===== src/rtl/latency_stats_if.sv =====
// rtl/latency_stats_if.sv - control, timer and statistics bundle for latency_stats
interface latency_stats_if #(
   parameter int SUM_W = 48
);
   logic             arm;
   logic             clear;
   logic             stop_evt;
   logic [31:0]      timer_count;
   logic             busy;
   logic             done;
   logic [15:0]      sample_cnt;
   logic [31:0]      last_lat;
   logic [31:0]      min_lat;
   logic [31:0]      max_lat;
   logic [SUM_W-1:0] sum_lat;
   logic             sum_ovf;
   logic             timeout;

   modport master (
      output arm, clear, stop_evt, timer_count,
      input  busy, done, sample_cnt, last_lat, min_lat, max_lat, sum_lat, sum_ovf, timeout
   );

   modport slave (
      input  arm, clear, stop_evt, timer_count,
      output busy, done, sample_cnt, last_lat, min_lat, max_lat, sum_lat, sum_ovf, timeout
   );
endinterface


===== src/rtl/latency_stats.sv =====
// rtl/latency_stats.sv - per-interval latency last/min/max/saturating-sum statistics
// Optional watchdog enabled by defining LATENCY_STATS_TIMEOUT_EN.
module latency_stats #(
   parameter int NUM_SAMPLES    = 1000,
   parameter int SNAP_DELAY     = 2,
   parameter int SUM_W          = 48,
   parameter int TIMEOUT_CYCLES = 1000000
) (
   input  logic            clk,
   input  logic            reset,
   latency_stats_if.slave  bus
);
   typedef enum logic [1:0] {IDLE, ACCUM, DONE} state_t;

   localparam int          DW  = (SNAP_DELAY == 0) ? 1 : SNAP_DELAY;
   localparam int          SW1 = SUM_W + 1;
   localparam logic [15:0] NS  = 16'(NUM_SAMPLES);

   state_t           state_q, state_d;
   logic [DW-1:0]    dly_q, dly_d;
   logic [31:0]      base_q, base_d;
   logic [15:0]      cnt_q, cnt_d;
   logic [31:0]      last_q, last_d;
   logic [31:0]      min_q, min_d;
   logic [31:0]      max_q, max_d;
   logic [SUM_W-1:0] sum_q, sum_d;
   logic             ovf_q, ovf_d;
   logic             cap;
   logic [31:0]      lat;
   logic [SUM_W:0]   sum_ext;
`ifdef LATENCY_STATS_TIMEOUT_EN
   localparam logic [31:0] TO_LIM = 32'(TIMEOUT_CYCLES);
   logic [31:0]      wd_q, wd_d;
   logic             to_q, to_d;
`endif

   always_comb begin
      state_d = state_q;
      base_d  = base_q;
      cnt_d   = cnt_q;
      last_d  = last_q;
      min_d   = min_q;
      max_d   = max_q;
      sum_d   = sum_q;
      ovf_d   = ovf_q;
      dly_d   = DW'({dly_q, bus.stop_evt});
      // Capture fires when the stop strobe emerges from the lag-matching delay line.
      cap     = (SNAP_DELAY == 0) ? bus.stop_evt : dly_q[DW-1];
      lat     = bus.timer_count - base_q;
      sum_ext = {1'b0, sum_q} + SW1'(lat);
`ifdef LATENCY_STATS_TIMEOUT_EN
      wd_d = wd_q;
      to_d = to_q;
`endif
      if (bus.clear || bus.arm) begin
         cnt_d   = '0;
         last_d  = '0;
         min_d   = '1;
         max_d   = '0;
         sum_d   = '0;
         ovf_d   = 1'b0;
         dly_d   = '0;
         state_d = bus.clear ? IDLE : ACCUM;
         if (!bus.clear) base_d = bus.timer_count;
`ifdef LATENCY_STATS_TIMEOUT_EN
         wd_d = '0;
         to_d = 1'b0;
`endif
      end else if (state_q == ACCUM) begin
         if (cap) begin
            base_d = bus.timer_count;
            last_d = lat;
            cnt_d  = cnt_q + 16'd1;
            if (lat < min_q) min_d = lat;
            if (lat > max_q) max_d = lat;
            if (sum_ext[SUM_W]) begin
               sum_d = '1;
               ovf_d = 1'b1;
            end else begin
               sum_d = sum_ext[SUM_W-1:0];
            end
            if (cnt_q + 16'd1 == NS) state_d = DONE;
         end
`ifdef LATENCY_STATS_TIMEOUT_EN
         // A cap in the expiry cycle is kept, but the watchdog still ends the run.
         wd_d = cap ? '0 : wd_q + 32'd1;
         if (wd_q + 32'd1 == TO_LIM) begin
            to_d    = 1'b1;
            state_d = DONE;
         end
`endif
      end
   end

   always_ff @(posedge clk) begin
      if (!reset) begin
         state_q <= IDLE;
         dly_q   <= '0;
         base_q  <= '0;
         cnt_q   <= '0;
         last_q  <= '0;
         min_q   <= '1;
         max_q   <= '0;
         sum_q   <= '0;
         ovf_q   <= 1'b0;
`ifdef LATENCY_STATS_TIMEOUT_EN
         wd_q    <= '0;
         to_q    <= 1'b0;
`endif
      end else begin
         state_q <= state_d;
         dly_q   <= dly_d;
         base_q  <= base_d;
         cnt_q   <= cnt_d;
         last_q  <= last_d;
         min_q   <= min_d;
         max_q   <= max_d;
         sum_q   <= sum_d;
         ovf_q   <= ovf_d;
`ifdef LATENCY_STATS_TIMEOUT_EN
         wd_q    <= wd_d;
         to_q    <= to_d;
`endif
      end
   end

   assign bus.busy       = (state_q == ACCUM);
   assign bus.done       = (state_q == DONE);
   assign bus.sample_cnt = cnt_q;
   assign bus.last_lat   = last_q;
   assign bus.min_lat    = min_q;
   assign bus.max_lat    = max_q;
   assign bus.sum_lat    = sum_q;
   assign bus.sum_ovf    = ovf_q;
`ifdef LATENCY_STATS_TIMEOUT_EN
   assign bus.timeout    = to_q;
`else
   assign bus.timeout    = 1'b0;
`endif
endmodule


===== src/flat_wrapper.sv =====
// flat-port wrapper written by rule: the top's interface ports become plain ports
module latency_stats_flat 
#(
   parameter int NUM_SAMPLES    = 1000,
   parameter int SNAP_DELAY     = 2,
   parameter int SUM_W          = 48,
   parameter int TIMEOUT_CYCLES = 1000000
)
  (clk, reset, bus_arm, bus_clear, bus_stop_evt, bus_timer_count, bus_busy, bus_done, bus_sample_cnt, bus_last_lat, bus_min_lat, bus_max_lat, bus_sum_lat, bus_sum_ovf, bus_timeout);
  latency_stats_if #(.SUM_W(SUM_W)) bus_i ();
  input  logic clk;
  input  logic reset;
  input wire logic [$bits(bus_i.arm)-1:0] bus_arm;
  input wire logic [$bits(bus_i.clear)-1:0] bus_clear;
  input wire logic [$bits(bus_i.stop_evt)-1:0] bus_stop_evt;
  input wire logic [$bits(bus_i.timer_count)-1:0] bus_timer_count;
  output wire logic [$bits(bus_i.busy)-1:0] bus_busy;
  output wire logic [$bits(bus_i.done)-1:0] bus_done;
  output wire logic [$bits(bus_i.sample_cnt)-1:0] bus_sample_cnt;
  output wire logic [$bits(bus_i.last_lat)-1:0] bus_last_lat;
  output wire logic [$bits(bus_i.min_lat)-1:0] bus_min_lat;
  output wire logic [$bits(bus_i.max_lat)-1:0] bus_max_lat;
  output wire logic [$bits(bus_i.sum_lat)-1:0] bus_sum_lat;
  output wire logic [$bits(bus_i.sum_ovf)-1:0] bus_sum_ovf;
  output wire logic [$bits(bus_i.timeout)-1:0] bus_timeout;
  assign bus_i.arm = bus_arm;
  assign bus_i.clear = bus_clear;
  assign bus_i.stop_evt = bus_stop_evt;
  assign bus_i.timer_count = bus_timer_count;
  assign bus_busy = bus_i.busy;
  assign bus_done = bus_i.done;
  assign bus_sample_cnt = bus_i.sample_cnt;
  assign bus_last_lat = bus_i.last_lat;
  assign bus_min_lat = bus_i.min_lat;
  assign bus_max_lat = bus_i.max_lat;
  assign bus_sum_lat = bus_i.sum_lat;
  assign bus_sum_ovf = bus_i.sum_ovf;
  assign bus_timeout = bus_i.timeout;
  latency_stats #(.NUM_SAMPLES(NUM_SAMPLES), .SNAP_DELAY(SNAP_DELAY), .SUM_W(SUM_W), .TIMEOUT_CYCLES(TIMEOUT_CYCLES)) u_core (.clk(clk), .reset(reset), .bus(bus_i));
endmodule

===== config.mk =====
export PLATFORM = sky130hd
export DESIGN_NAME = latency_stats_flat
export DESIGN_NICKNAME = d
export VERILOG_FILES = /design/src/rtl/latency_stats_if.sv /design/src/rtl/latency_stats.sv /design/src/flat_wrapper.sv
export SDC_FILE = /design/constraint.sdc
export NUM_CORES = 1
export LEC_CHECK = 0
export ABC_AREA = 1
export BUFFER_PORTS_ARGS = -buffer_cell sky130_fd_sc_hd__buf_2
export CAP_MARGIN = 10
export CORE_UTILIZATION = 30
export DETAILED_ROUTE_END_ITERATION = 16
export GPL_ROUTABILITY_DRIVEN = 0
export PLACE_DENSITY = 0.47
export SYNTH_ARGS = -nofsm -noshare
export SYNTH_HDL_FRONTEND = slang
export SYNTH_SLANG_ARGS = --single-unit
export TNS_END_PERCENT = 100

===== constraint.sdc =====
create_clock -name clk -period 11.73 [get_ports clk]
set_input_delay 2.346 -clock clk [delete_from_list [all_inputs] [get_ports clk]]
set_output_delay 2.346 -clock clk [all_outputs]
set_load 0.02 [all_outputs]

After elaboration in Yosys (flattened, before gate mapping) --
Index checks and enable logic that the tools add are counted.
Storage, ports and cells: register bits after elaboration 197, bits of input ports 37, word-level logic and storage cells 40
Operators by class: add/subtract/negate cells 3, $lt $le $gt $ge 2, equal/unequal tests 4, mux-type cells 10, bitwise logic cells 1, reduce and logical (&&, ||, !) cells 11
Operators by type and width (count):
- 32-bit two-way mux | 4
- 48-bit by 32-bit adder with 49-bit output | 1
- 48-bit two-way mux | 1
- 32-bit greater-than comparator | 1
- 32-bit less-than comparator | 1
- 32-bit subtractor | 1
- 16-bit by 1-bit adder with 16-bit output, second input constant | 1
- 16-bit by 10-bit equality test with 1-bit output, second input constant | 1
- 3-bit AND reduction | 5
- 2-bit two-way mux | 4
- 2-bit nonzero test | 3
- 2-bit by 1-bit equality test with 1-bit output, second input constant | 1
- 2-bit equality test, second input constant | 1
- 2-bit inequality test, second input constant | 1
- 2-bit AND reduction | 1
- 2-bit OR reduction | 1
- 1-bit logical OR | 1
- 1-bit two-way mux | 1
- 1-bit inverter | 1

Longest topological paths before layout --
Gate-level depths: netlist (run 1).
depth in word-level cells 6, depth in mapped cells 28, mapped depth without buffers 27

Worst setup path before layout (run 1) --
OpenSTA, ideal clock, no wires.
path kind input-to-reg, from input bus_timer_count[0], to register u_core.sum_q[10], in the netlist u_core.bus.sum_lat[10], library setup time 130 ps, arrival time 5358 ps, data required time 11600 ps, slack 6242 ps, stages on the path 25, path buffers 1, cells stage by stage inv_1 -> ha_1 -> fa_1 -> inv_1 -> nand3_1 -> nand2_1 -> nand2_1 -> nand2_1 -> nand3_1 -> nand2_1 -> nand2_1 -> nand3_1 -> nand2_1 -> ha_1 -> nand2_1 -> inv_1 -> a21oi_1 -> nand2_1 -> a21oi_2 -> nand2_4 -> nand2_4 -> nand2_8 -> inv_8 -> buf_12 -> a21oi_4
On the way: word-level cells in the longest chain between the ends 3
RTL lines:
- from (decl) | line flat_wrapper.sv:16 | input wire logic [$bits(bus_i.timer_count)-1:0] bus_timer_count;
- 32-bit subtractor | line latency_stats.sv:49 | lat = bus.timer_count - base_q;
- via u_core.lat[22] | line latency_stats.sv:29 | logic [31:0] lat;
- 48-bit by 32-bit adder with 49-bit output | line latency_stats.sv:50 | sum_ext = {1'b0, sum_q} + SW1'(lat);
- 48-bit two-way mux | line latency_stats.sv:76 | if (sum_ext[SUM_W]) begin
- to (signal assigned) | line latency_stats.sv:118 | sum_q <= sum_d;
- to (decl) | line latency_stats.sv:26 | logic [SUM_W-1:0] sum_q, sum_d;
The timed path passes the listed nets, and every way through them passes these cells. A chain may end at the register's enable or synchronous reset.

Final worst setup path (run 1) --
from input bus_timer_count[0], to register u_core.max_q[31], in the netlist u_core.bus.max_lat[31]
On the way: word-level cells in the longest chain between the ends 3
RTL lines:
- 32-bit subtractor | line latency_stats.sv:49
- via u_core.lat[28] | line latency_stats.sv:29
- 32-bit greater-than comparator | line latency_stats.sv:75 | if (lat > max_q) max_d = lat;
- 3-bit AND reduction (no line)
- to (signal assigned) | line latency_stats.sv:117 | max_q <= max_d;
- to (decl) | line latency_stats.sv:25 | logic [31:0] max_q, max_d;
The timed path passes the listed nets, and every way through them passes these cells.

==> impl_results.md, run 1 <==
- Row count: 80
- Via count of the first global-routing pass: 13.8k
- Netlist area before placement: 14500 um^2
- Total global routing overflow: 0
- Power share of the combinational group: 27.6%
- Net count of the mapped netlist: 2421
- Clock net sink count: 197
- Number of nets in the final layout: 2588
- Overall fraction of global-route tracks in use: 20.5%
- Final routed DRC violation total: 0
- Initial Util: 30.4%
- Signed area change from the synthesized netlist to the final layout: 14.8%
- Crit path required time: 12.18 ns
- Number of buffers inserted by port buffering: 199
- Maximum number of pins on one net before global-route repair: 71
- Antenna violations before repair: 1
- Clock latency reported for the late side of the worst-skew pair: 0.51 ns
- Worst Tran Pin Value: 1.08 ns
- Remaining number of nets flagged by the antenna check after routing: 0
- Share of the clock period used by the worst path: 59.7%
- Critical register-to-register path startpoint: u_core.base_q[0]
- Post-synth EDFFs: 0
- Layout cell share with drive strength beyond 1: 12.3%
- Overall die height: 222 um
- Sequential share of power: 37.9%
- Seq/Total Area, Yosys: 27.2%
- Total inserted antenna cells: 0
- Die extent in x: 222 um
- Predominant post-synthesis flop cell: sky130_fd_sc_hd__dfxtp_1
- Worst setup SP type: input port
- Overall die area: 49100 um^2
- Worst hold margin: 0.413 ns
- Max FO, Critical Path: 34
- Number of stages on the worst hold path: 2
- Clock network fraction of design power: 34.4%
- Leakage power figure: 8.70 nW
- Number of failing setup endpoints in the final timing report: 0
- Average routed wire per standard cell: 16.4 um
- Critical setup path kind: input port to flip-flop
- Detailed router's first-iteration violation count: 837
- Nature of the critical path endpoint: flip-flop
- Maximum vdd drop: 0.0852 mV
- R2R depth: 25
- Final total negative setup slack: 0 ns
- Syn_area_per_cell: 6.42 um^2
- Number of search-and-repair iterations in the first detailed-routing pass: 6
- CTS tree: yes
- Met2 Wirelength: 23400 um
- Arrival time at the worst endpoint: 7.45 ns
- Switch Pwr: 0.663 mW
- Top routing layer in use: met4
- Cells after Synth: 2255
- Count of state elements after synthesis: 197
- Number of pins with negative max-slew slack in the final report: 0
- Core area: 47600 um^2
- Post-route clock skew: 0.0139 ns
- Detailed-route wire length on metal 1: 23300 um
- Max transition margin: 28.0%
- Most common cell after layout, fill and taps aside: sky130_fd_sc_hd__nand2_1
- Overall via count from detail_route: 14.6k
- Root buffer cell: sky130_fd_sc_hd__clkbuf_16
- Start point of the worst hold path: u_core.dly_q[0]
- Resized cells post-CTS: 0
- FMAX: 0.143 GHz
- Hold violation count in the final report: 0
- Final min period: 7.01 ns
- Fraction of power spent switching nets: 37.1%
- Detailed Route WL: 50100 um
- Buffers inserted by post-CTS timing repair: 0
- Launching element of the worst setup path: bus_timer_count[0]
- Total half-perimeter wirelength after legalization and detailed placement: 40800 um
- Library cells used by synthesis: 48
- Number of buffers inserted by hold repair at cts: 0
- Maximum Capacitance Violations: 0
- Number of warnings reported in the yosys synthesis log: 0
- Number of buffers added by the clock tree synthesis step: 17
- Outcome: finished clean
- Fraction of registers with async set or reset after synthesis: 0%
- Areal power density over the cells: 108 nW/um^2
- DR WL met3: 2150 um
- Global-route wire length before repair: 77100 um
- Worst min path class: flip-flop to flip-flop
- CTS clock-pin slew for the worst setup and hold paths: 0.08 ns
- RSZ-0062 raised after global routing: false
- H-Tree Depth: 4
- Buffer depth of the longest clock path: 2
- Number of primary I/O pins: 201
- Routed via count divided by cell count: 4.77
- Internal Power: 1.13 mW
- Commonest non-fill, non-tap cells in the layout: sky130_fd_sc_hd__nand2_1 (604), sky130_fd_sc_hd__inv_1 (375), sky130_fd_sc_hd__nor2_1 (212), sky130_fd_sc_hd__buf_2 (199), sky130_fd_sc_hd__dfxtp_1 (197)
## cell type report
| class | count | area (um^2) |
|---|---|---|
| Clock buffer | 17 | 425 |
| Clock inverter | 15 | 164 |
| Fill cell | 5314 | 31000 |
| Inverter | 384 | 1450 |
| Multi-Input combinational cell | 1612 | 8790 |
| Sequential cell | 197 | 3940 |
| Tap cell | 615 | 769 |
| Timing Repair Buffer | 210 | 1080 |
## worst paths after layout
path | end | slack, ns
setup / recovery | u_core.bus.max_lat[31] | 4.72
hold / removal | u_core.dly_q[1] | 0.41
setup reg to reg | u_core.bus.max_lat[31] | 6.41
hold reg to reg | u_core.dly_q[1] | 0.41
## cell usage after synthesis, types with 20 or more instances
master	number	area share (%)
sky130_fd_sc_hd__o211ai_1	21	1.1
sky130_fd_sc_hd__nand3_1	150	5.2
sky130_fd_sc_hd__xnor2_1	28	1.7
sky130_fd_sc_hd__a21oi_4	20	2.2
sky130_fd_sc_hd__ha_1	127	11
sky130_fd_sc_hd__nor2_1	213	5.5
sky130_fd_sc_hd__nand2_1	604	16
sky130_fd_sc_hd__nor3_1	24	0.83
sky130_fd_sc_hd__a21oi_1	179	6.2
sky130_fd_sc_hd__nand4_1	22	0.95
sky130_fd_sc_hd__inv_1	375	9.7
sky130_fd_sc_hd__o21ai_0	123	4.3
sky130_fd_sc_hd__o21bai_1	20	1.0
sky130_fd_sc_hd__dfxtp_1	197	27
sky130_fd_sc_hd__xor2_1	24	1.5
sky130_fd_sc_hd__clkbuf_1	43	1.1
## kinds of logic after synthesis
kind of cell    share of synthesized area [%]
flops                                    27.2
buf+inv                                  12.1
xor+xnor                                 3.15
fa+ha+maj                                11.3
compound gates                           15.6
simple gates                             30.6
other cells                            0.0259
## per-layer routing
| metal | global-route usage (%) | vias up |
|---|---|---|
| li1 | - | 7529 |
| met5 | 0 | - |
| met2 | 34.5 | 298 |
| met1 | 26.0 | 6682 |
| met4 | 6.47 | 0 |
| met3 | 4.15 | 54 |
## metrics by stage
stage	setup slack, ns	util, %	instances	total power, mW	area (um^2)
after floorplan	6.24	-	2255	1.04	14500
after global placement	4.30	33.6	3018	1.18	16000
after detailed placement	4.18	33.6	3018	1.19	16000
after CTS	4.73	34.9	3050	1.81	16600
after global routing	4.00	34.9	3050	1.90	16600
final	4.72	34.9	3050	1.79	16600
## power groups by stage
stage	Clock (mW)	Sequential, mW	Combinational [mW]
final	0.616	0.678	0.494
after global routing	0.665	0.679	0.559
after CTS	0.639	0.678	0.495
after detailed placement	0	0.694	0.493
after global placement	0	0.694	0.488
after floorplan	0	0.693	0.346
## critical path: stages
cell and delay, ns:
sky130_fd_sc_hd__buf_2 0.09, sky130_fd_sc_hd__inv_1 0.04, sky130_fd_sc_hd__ha_1 0.22, sky130_fd_sc_hd__fa_1 0.40, sky130_fd_sc_hd__inv_1 0.09, sky130_fd_sc_hd__nand3_1 0.06, sky130_fd_sc_hd__nand2_1 0.14, sky130_fd_sc_hd__nand3_1 0.10
sky130_fd_sc_hd__nand2_1 0.13, sky130_fd_sc_hd__nand2_1 0.07, sky130_fd_sc_hd__nand2_1 0.12, sky130_fd_sc_hd__nand2_1 0.09, sky130_fd_sc_hd__nand3_1 0.09, sky130_fd_sc_hd__nand2_1 0.28, sky130_fd_sc_hd__ha_1 0.39, sky130_fd_sc_hd__nand2_1 0.04
sky130_fd_sc_hd__nor2_1 0.11, sky130_fd_sc_hd__nand4_1 0.09, sky130_fd_sc_hd__inv_1 0.11, sky130_fd_sc_hd__nand2_1 0.07, sky130_fd_sc_hd__inv_1 0.12, sky130_fd_sc_hd__nand2_1 0.07, sky130_fd_sc_hd__nand2_1 0.78, sky130_fd_sc_hd__nand2_1 0.96
sky130_fd_sc_hd__nand2_1 0.25, sky130_fd_sc_hd__nand2_1 0.07, sky130_fd_sc_hd__nor2_1 0.10
## flip-flops by register name, summed over array words and instances (netlist names)
register / flops
u_core.bus.last_lat: 32
u_core.bus.sample_cnt: 16
u_core.dly_q: 2
u_core.bus.min_lat: 32
u_core.base_q: 32
u_core.bus.sum_ovf: 1
u_core.state_q: 2
u_core.bus.max_lat: 32
u_core.bus.sum_lat: 48
(Power assumes the default switching activity.)
==> run 2, diff against run 1 <==
--- a/config.mk
+++ b/config.mk
@@ -11,7 +11,7 @@
 export CORE_UTILIZATION = 30
 export DETAILED_ROUTE_END_ITERATION = 16
 export GPL_ROUTABILITY_DRIVEN = 0
-export PLACE_DENSITY = 0.47
+export PLACE_DENSITY = 0.49
 export SYNTH_ARGS = -nofsm -noshare
 export SYNTH_HDL_FRONTEND = slang
 export SYNTH_SLANG_ARGS = --single-unit
==> constraint.sdc (replaced) <==
create_clock -name clk -period 5.8 [get_ports clk]
set_input_delay 1.16 -clock clk [delete_from_list [all_inputs] [get_ports clk]]
set_output_delay 1.16 -clock clk [all_outputs]
set_load 0.02 [all_outputs]
==> run 2 against run 1 <==
Largest power group unchanged. Count of clock-buffer cells in the layout increased by 4. Combinational power increased by 110%. Critical path depth decreased by 2. Die area unchanged. Critical path type unchanged. Core utilization increased by 0.21 points. Cell count increased by 0.26%. Sequential share of layout area decreased by 0.14 points. Via count decreased by 0.16%.
==> impl_results.md, run 2 (synthesis gave the netlist of run 1 again) <==
- Outcome: finished clean
- Number of buffers inserted by port buffering: 199 (unchanged)
- Number of failing setup endpoints in the final timing report: 0 (unchanged)
- Row count: 80 (unchanged)
- Worst Tran Pin Value: 0.835 ns (-0.242 ns)
- Share of the clock period used by the worst path: 80.2%
- Overall die height: 222 um (unchanged)
- Nature of the critical path endpoint: flip-flop
- Layout cell share with drive strength beyond 1: 12.5% (+0.16 points)
- Commonest non-fill, non-tap cells in the layout: sky130_fd_sc_hd__nand2_1 (604), sky130_fd_sc_hd__inv_1 (375), sky130_fd_sc_hd__nor2_1 (212), sky130_fd_sc_hd__buf_2 (199), sky130_fd_sc_hd__dfxtp_1 (197)
- Number of nets in the final layout: 2597 (+0.35%)
- Internal Power: 2.37 mW (+110%)
- Worst setup SP type: input port
- Layout Cells excl Fill: 3058 (+0.26%)
- Leakage power figure: 8.76 nW (+0.70%)
- Final routed DRC violation total: 0 (unchanged)
- Arrival time at the worst endpoint: 5.02 ns (-2.43 ns)
- Crit path required time: 6.17 ns (-6.01 ns)
- Crit-path slowest cell: sky130_fd_sc_hd__fa_1
- Maximum vdd drop: 0.188 mV (+120%)
- CTS tree: yes
- Post-route clock skew: 0.0174 ns (+0.00350 ns)
- Count of buffer and inverter cells on the critical path: 5 (unchanged)
- CTS clock-pin slew for the worst setup and hold paths: 0.08 ns (about the same)
- Areal power density over the cells: 221 nW/um^2 (+100%)
- Most frequent cell on the critical path: sky130_fd_sc_hd__nand2_1
- Antenna violations before repair: 1 (unchanged)
- Fraction of power spent switching nets: 35.7% (-1.4 points)
- Hold violation count in the final report: 0 (unchanged)
- Maximum Capacitance Violations: 0 (unchanged)
- RSZ-0062 raised after global routing: false
- Die extent in x: 222 um (unchanged)
- Critical register-to-register path startpoint: u_core.base_q[0]
- R2R depth: 23 (-8.0%)
- Cell total after placement: 3027 (+0.30%)
- Detailed router's first-iteration violation count: 834 (-0.36%)
- Flop-to-flop setup slack: 1.65 ns (-4.76 ns)
- Remaining number of nets flagged by the antenna check after routing: 0 (unchanged)
- Total half-perimeter wirelength after legalization and detailed placement: 40400 um (-0.99%)
- WP depth: 25 (-7.4%)
- Overall die area: 49100 um^2 (unchanged)
- Maximum number of pins on one net before global-route repair: 111 (+56%)
- Number of pins with negative max-slew slack in the final report: 0 (unchanged)
- Kind of cell adding the most delay to the critical path: simple AND/OR/NAND/NOR gates
- Overall fraction of global-route tracks in use: 20.4% (-0.076 points)
- Total global routing overflow: 0 (unchanged)
- Final min period: 4.65 ns
- Final total negative setup slack: 0 ns (unchanged)
- Signed area change from the synthesized netlist to the final layout: 15.5%
- FMAX: 0.215 GHz
- Root buffer cell: sky130_fd_sc_hd__clkbuf_16
- Max transition margin: 44.3% (+16 points)
- Number of buffers added by the clock tree synthesis step: 17 (unchanged)
- Overall via count from detail_route: 14.5k (-0.16%)
- Worst r2r dst: u_core.bus.sum_lat[3]
- Number of buffers inserted by hold repair at cts: 0 (unchanged)
- Number of primary I/O pins: 201 (unchanged)
- Buffer depth of the longest clock path: 2 (unchanged)
- Detailed Route WL: 49900 um (-0.45%)
- Total inserted antenna cells: 0 (unchanged)
- Max FFs per register: 48 (unchanged)
- Clock net sink count: 197 (unchanged)
- Resized cells post-CTS: 0 (unchanged)
- Via count of the first global-routing pass: 13.7k (-0.81%)
- Switch Pwr: 1.32 mW (+98%)
- Most common cell after layout, fill and taps aside: sky130_fd_sc_hd__nand2_1
- Max FO, Critical Path: 25 (-26%)
- Overall power after layout: 3.69 mW (+110%)
- Sequential share of power: 37.2% (-0.7 points)
- Critical setup path kind: input port to flip-flop
- Initial Util: 30.4% (unchanged)
- Power share of the combinational group: 27.9% (+0.3 points)
- Launching element of the worst setup path: bus_timer_count[0]
- Number of search-and-repair iterations in the first detailed-routing pass: 5 (-1)
- Routed via count divided by cell count: 4.75 (-0.43%)
- Clock network fraction of design power: 34.9% (+0.5 points)
- Average routed wire per standard cell: 16.3 um (-0.72%)
- Clock latency reported for the late side of the worst-skew pair: 0.51 ns (about the same)
- H-Tree Depth: 4 (unchanged)
- Delay of the slowest cell on the worst path: 0.41 ns (-0.55 ns)
- Buffers inserted by post-CTS timing repair: 0 (unchanged)
- Core area: 47600 um^2 (unchanged)
- End of the critical path: u_core.bus.sum_lat[3]
- Worst min path class: flip-flop to flip-flop
- Global-route wire length before repair: 77000 um (-0.17%)
run 2: cell types whose count changed in the layout (fill, tap and decap cells not counted):
cell                         before  now
sky130_fd_sc_hd__buf_4           11   18
sky130_fd_sc_hd__inv_6            5    3
sky130_fd_sc_hd__clkbuf_8         0    1
sky130_fd_sc_hd__clkinv_8         1    0
sky130_fd_sc_hd__clkbuf_1         0    3
sky130_fd_sc_hd__bufinv_16        1    3
sky130_fd_sc_hd__clkinvlp_4       3    1
sky130_fd_sc_hd__clkinv_2         0    1
sky130_fd_sc_hd__inv_8            4    1
sky130_fd_sc_hd__buf_12           0    2
run 2: worst min path at each step:
stage,endpoint,start,cells after the start,slack (ns)
floorplan,u_core.dly_q[1],u_core.dly_q[0],2,0.39
global placement,u_core.dly_q[1],u_core.dly_q[0],2,0.40
detailed placement,u_core.dly_q[1],u_core.dly_q[0],2,0.40
CTS,u_core.dly_q[1],u_core.dly_q[0],2,0.42
global route,u_core.dly_q[1],u_core.dly_q[0],2,0.45
finish,u_core.dly_q[1],u_core.dly_q[0],2,0.42
run 2: tightest hold or removal path, stage by stage (launching register included):
cell	delay [ns]
sky130_fd_sc_hd__dfxtp_1	0.30
sky130_fd_sc_hd__inv_1	0.04
sky130_fd_sc_hd__nor2_1	0.04
run 2: per-layer routing:
metal / track usage (%) / wire length, um / up-vias
met1: 26.0 / 23100 / 6662
met5: 0 / 0 / -
met3: 3.50 / 2080 / 57
met2: 34.6 / 23600 / 291
met4: 6.79 / 1160 / 0
li1: - / - / 7529
run 2: area by class of cell:
class	instances	area [um^2]
Timing Repair Buffer	219	1170
Tap cell	615	769
Fill cell	5318	30900
Inverter	384	1450
Sequential cell	197	3940
Multi-Input combinational cell	1612	8790
Clock inverter	10	146
Clock buffer	21	450
run 2: metrics by stage:
stage / instance area [um^2] / util [%] / hold WS [ns] / worst slack [ns]
2_1_floorplan: 14500 / - / 0.394 / 1.50
3_3_place_gp: 16100 / 33.8 / 0.403 / 0.702
3_5_place_dp: 16100 / 33.8 / 0.405 / 0.629
4_1_cts: 16700 / 35.1 / 0.416 / 1.16
5_1_grt: 16700 / 35.1 / 0.455 / 0.830
6_report: 16700 / 35.1 / 0.418 / 1.15
run 2: power groups by stage:
stage	combinational (mW)	sequential, mW	clock (mW)
3_5_place_dp	1.02	1.40	0
3_3_place_gp	1.01	1.40	0
4_1_cts	1.03	1.37	1.33
5_1_grt	1.16	1.37	1.38
2_1_floorplan	0.700	1.40	0
6_report	1.03	1.37	1.29
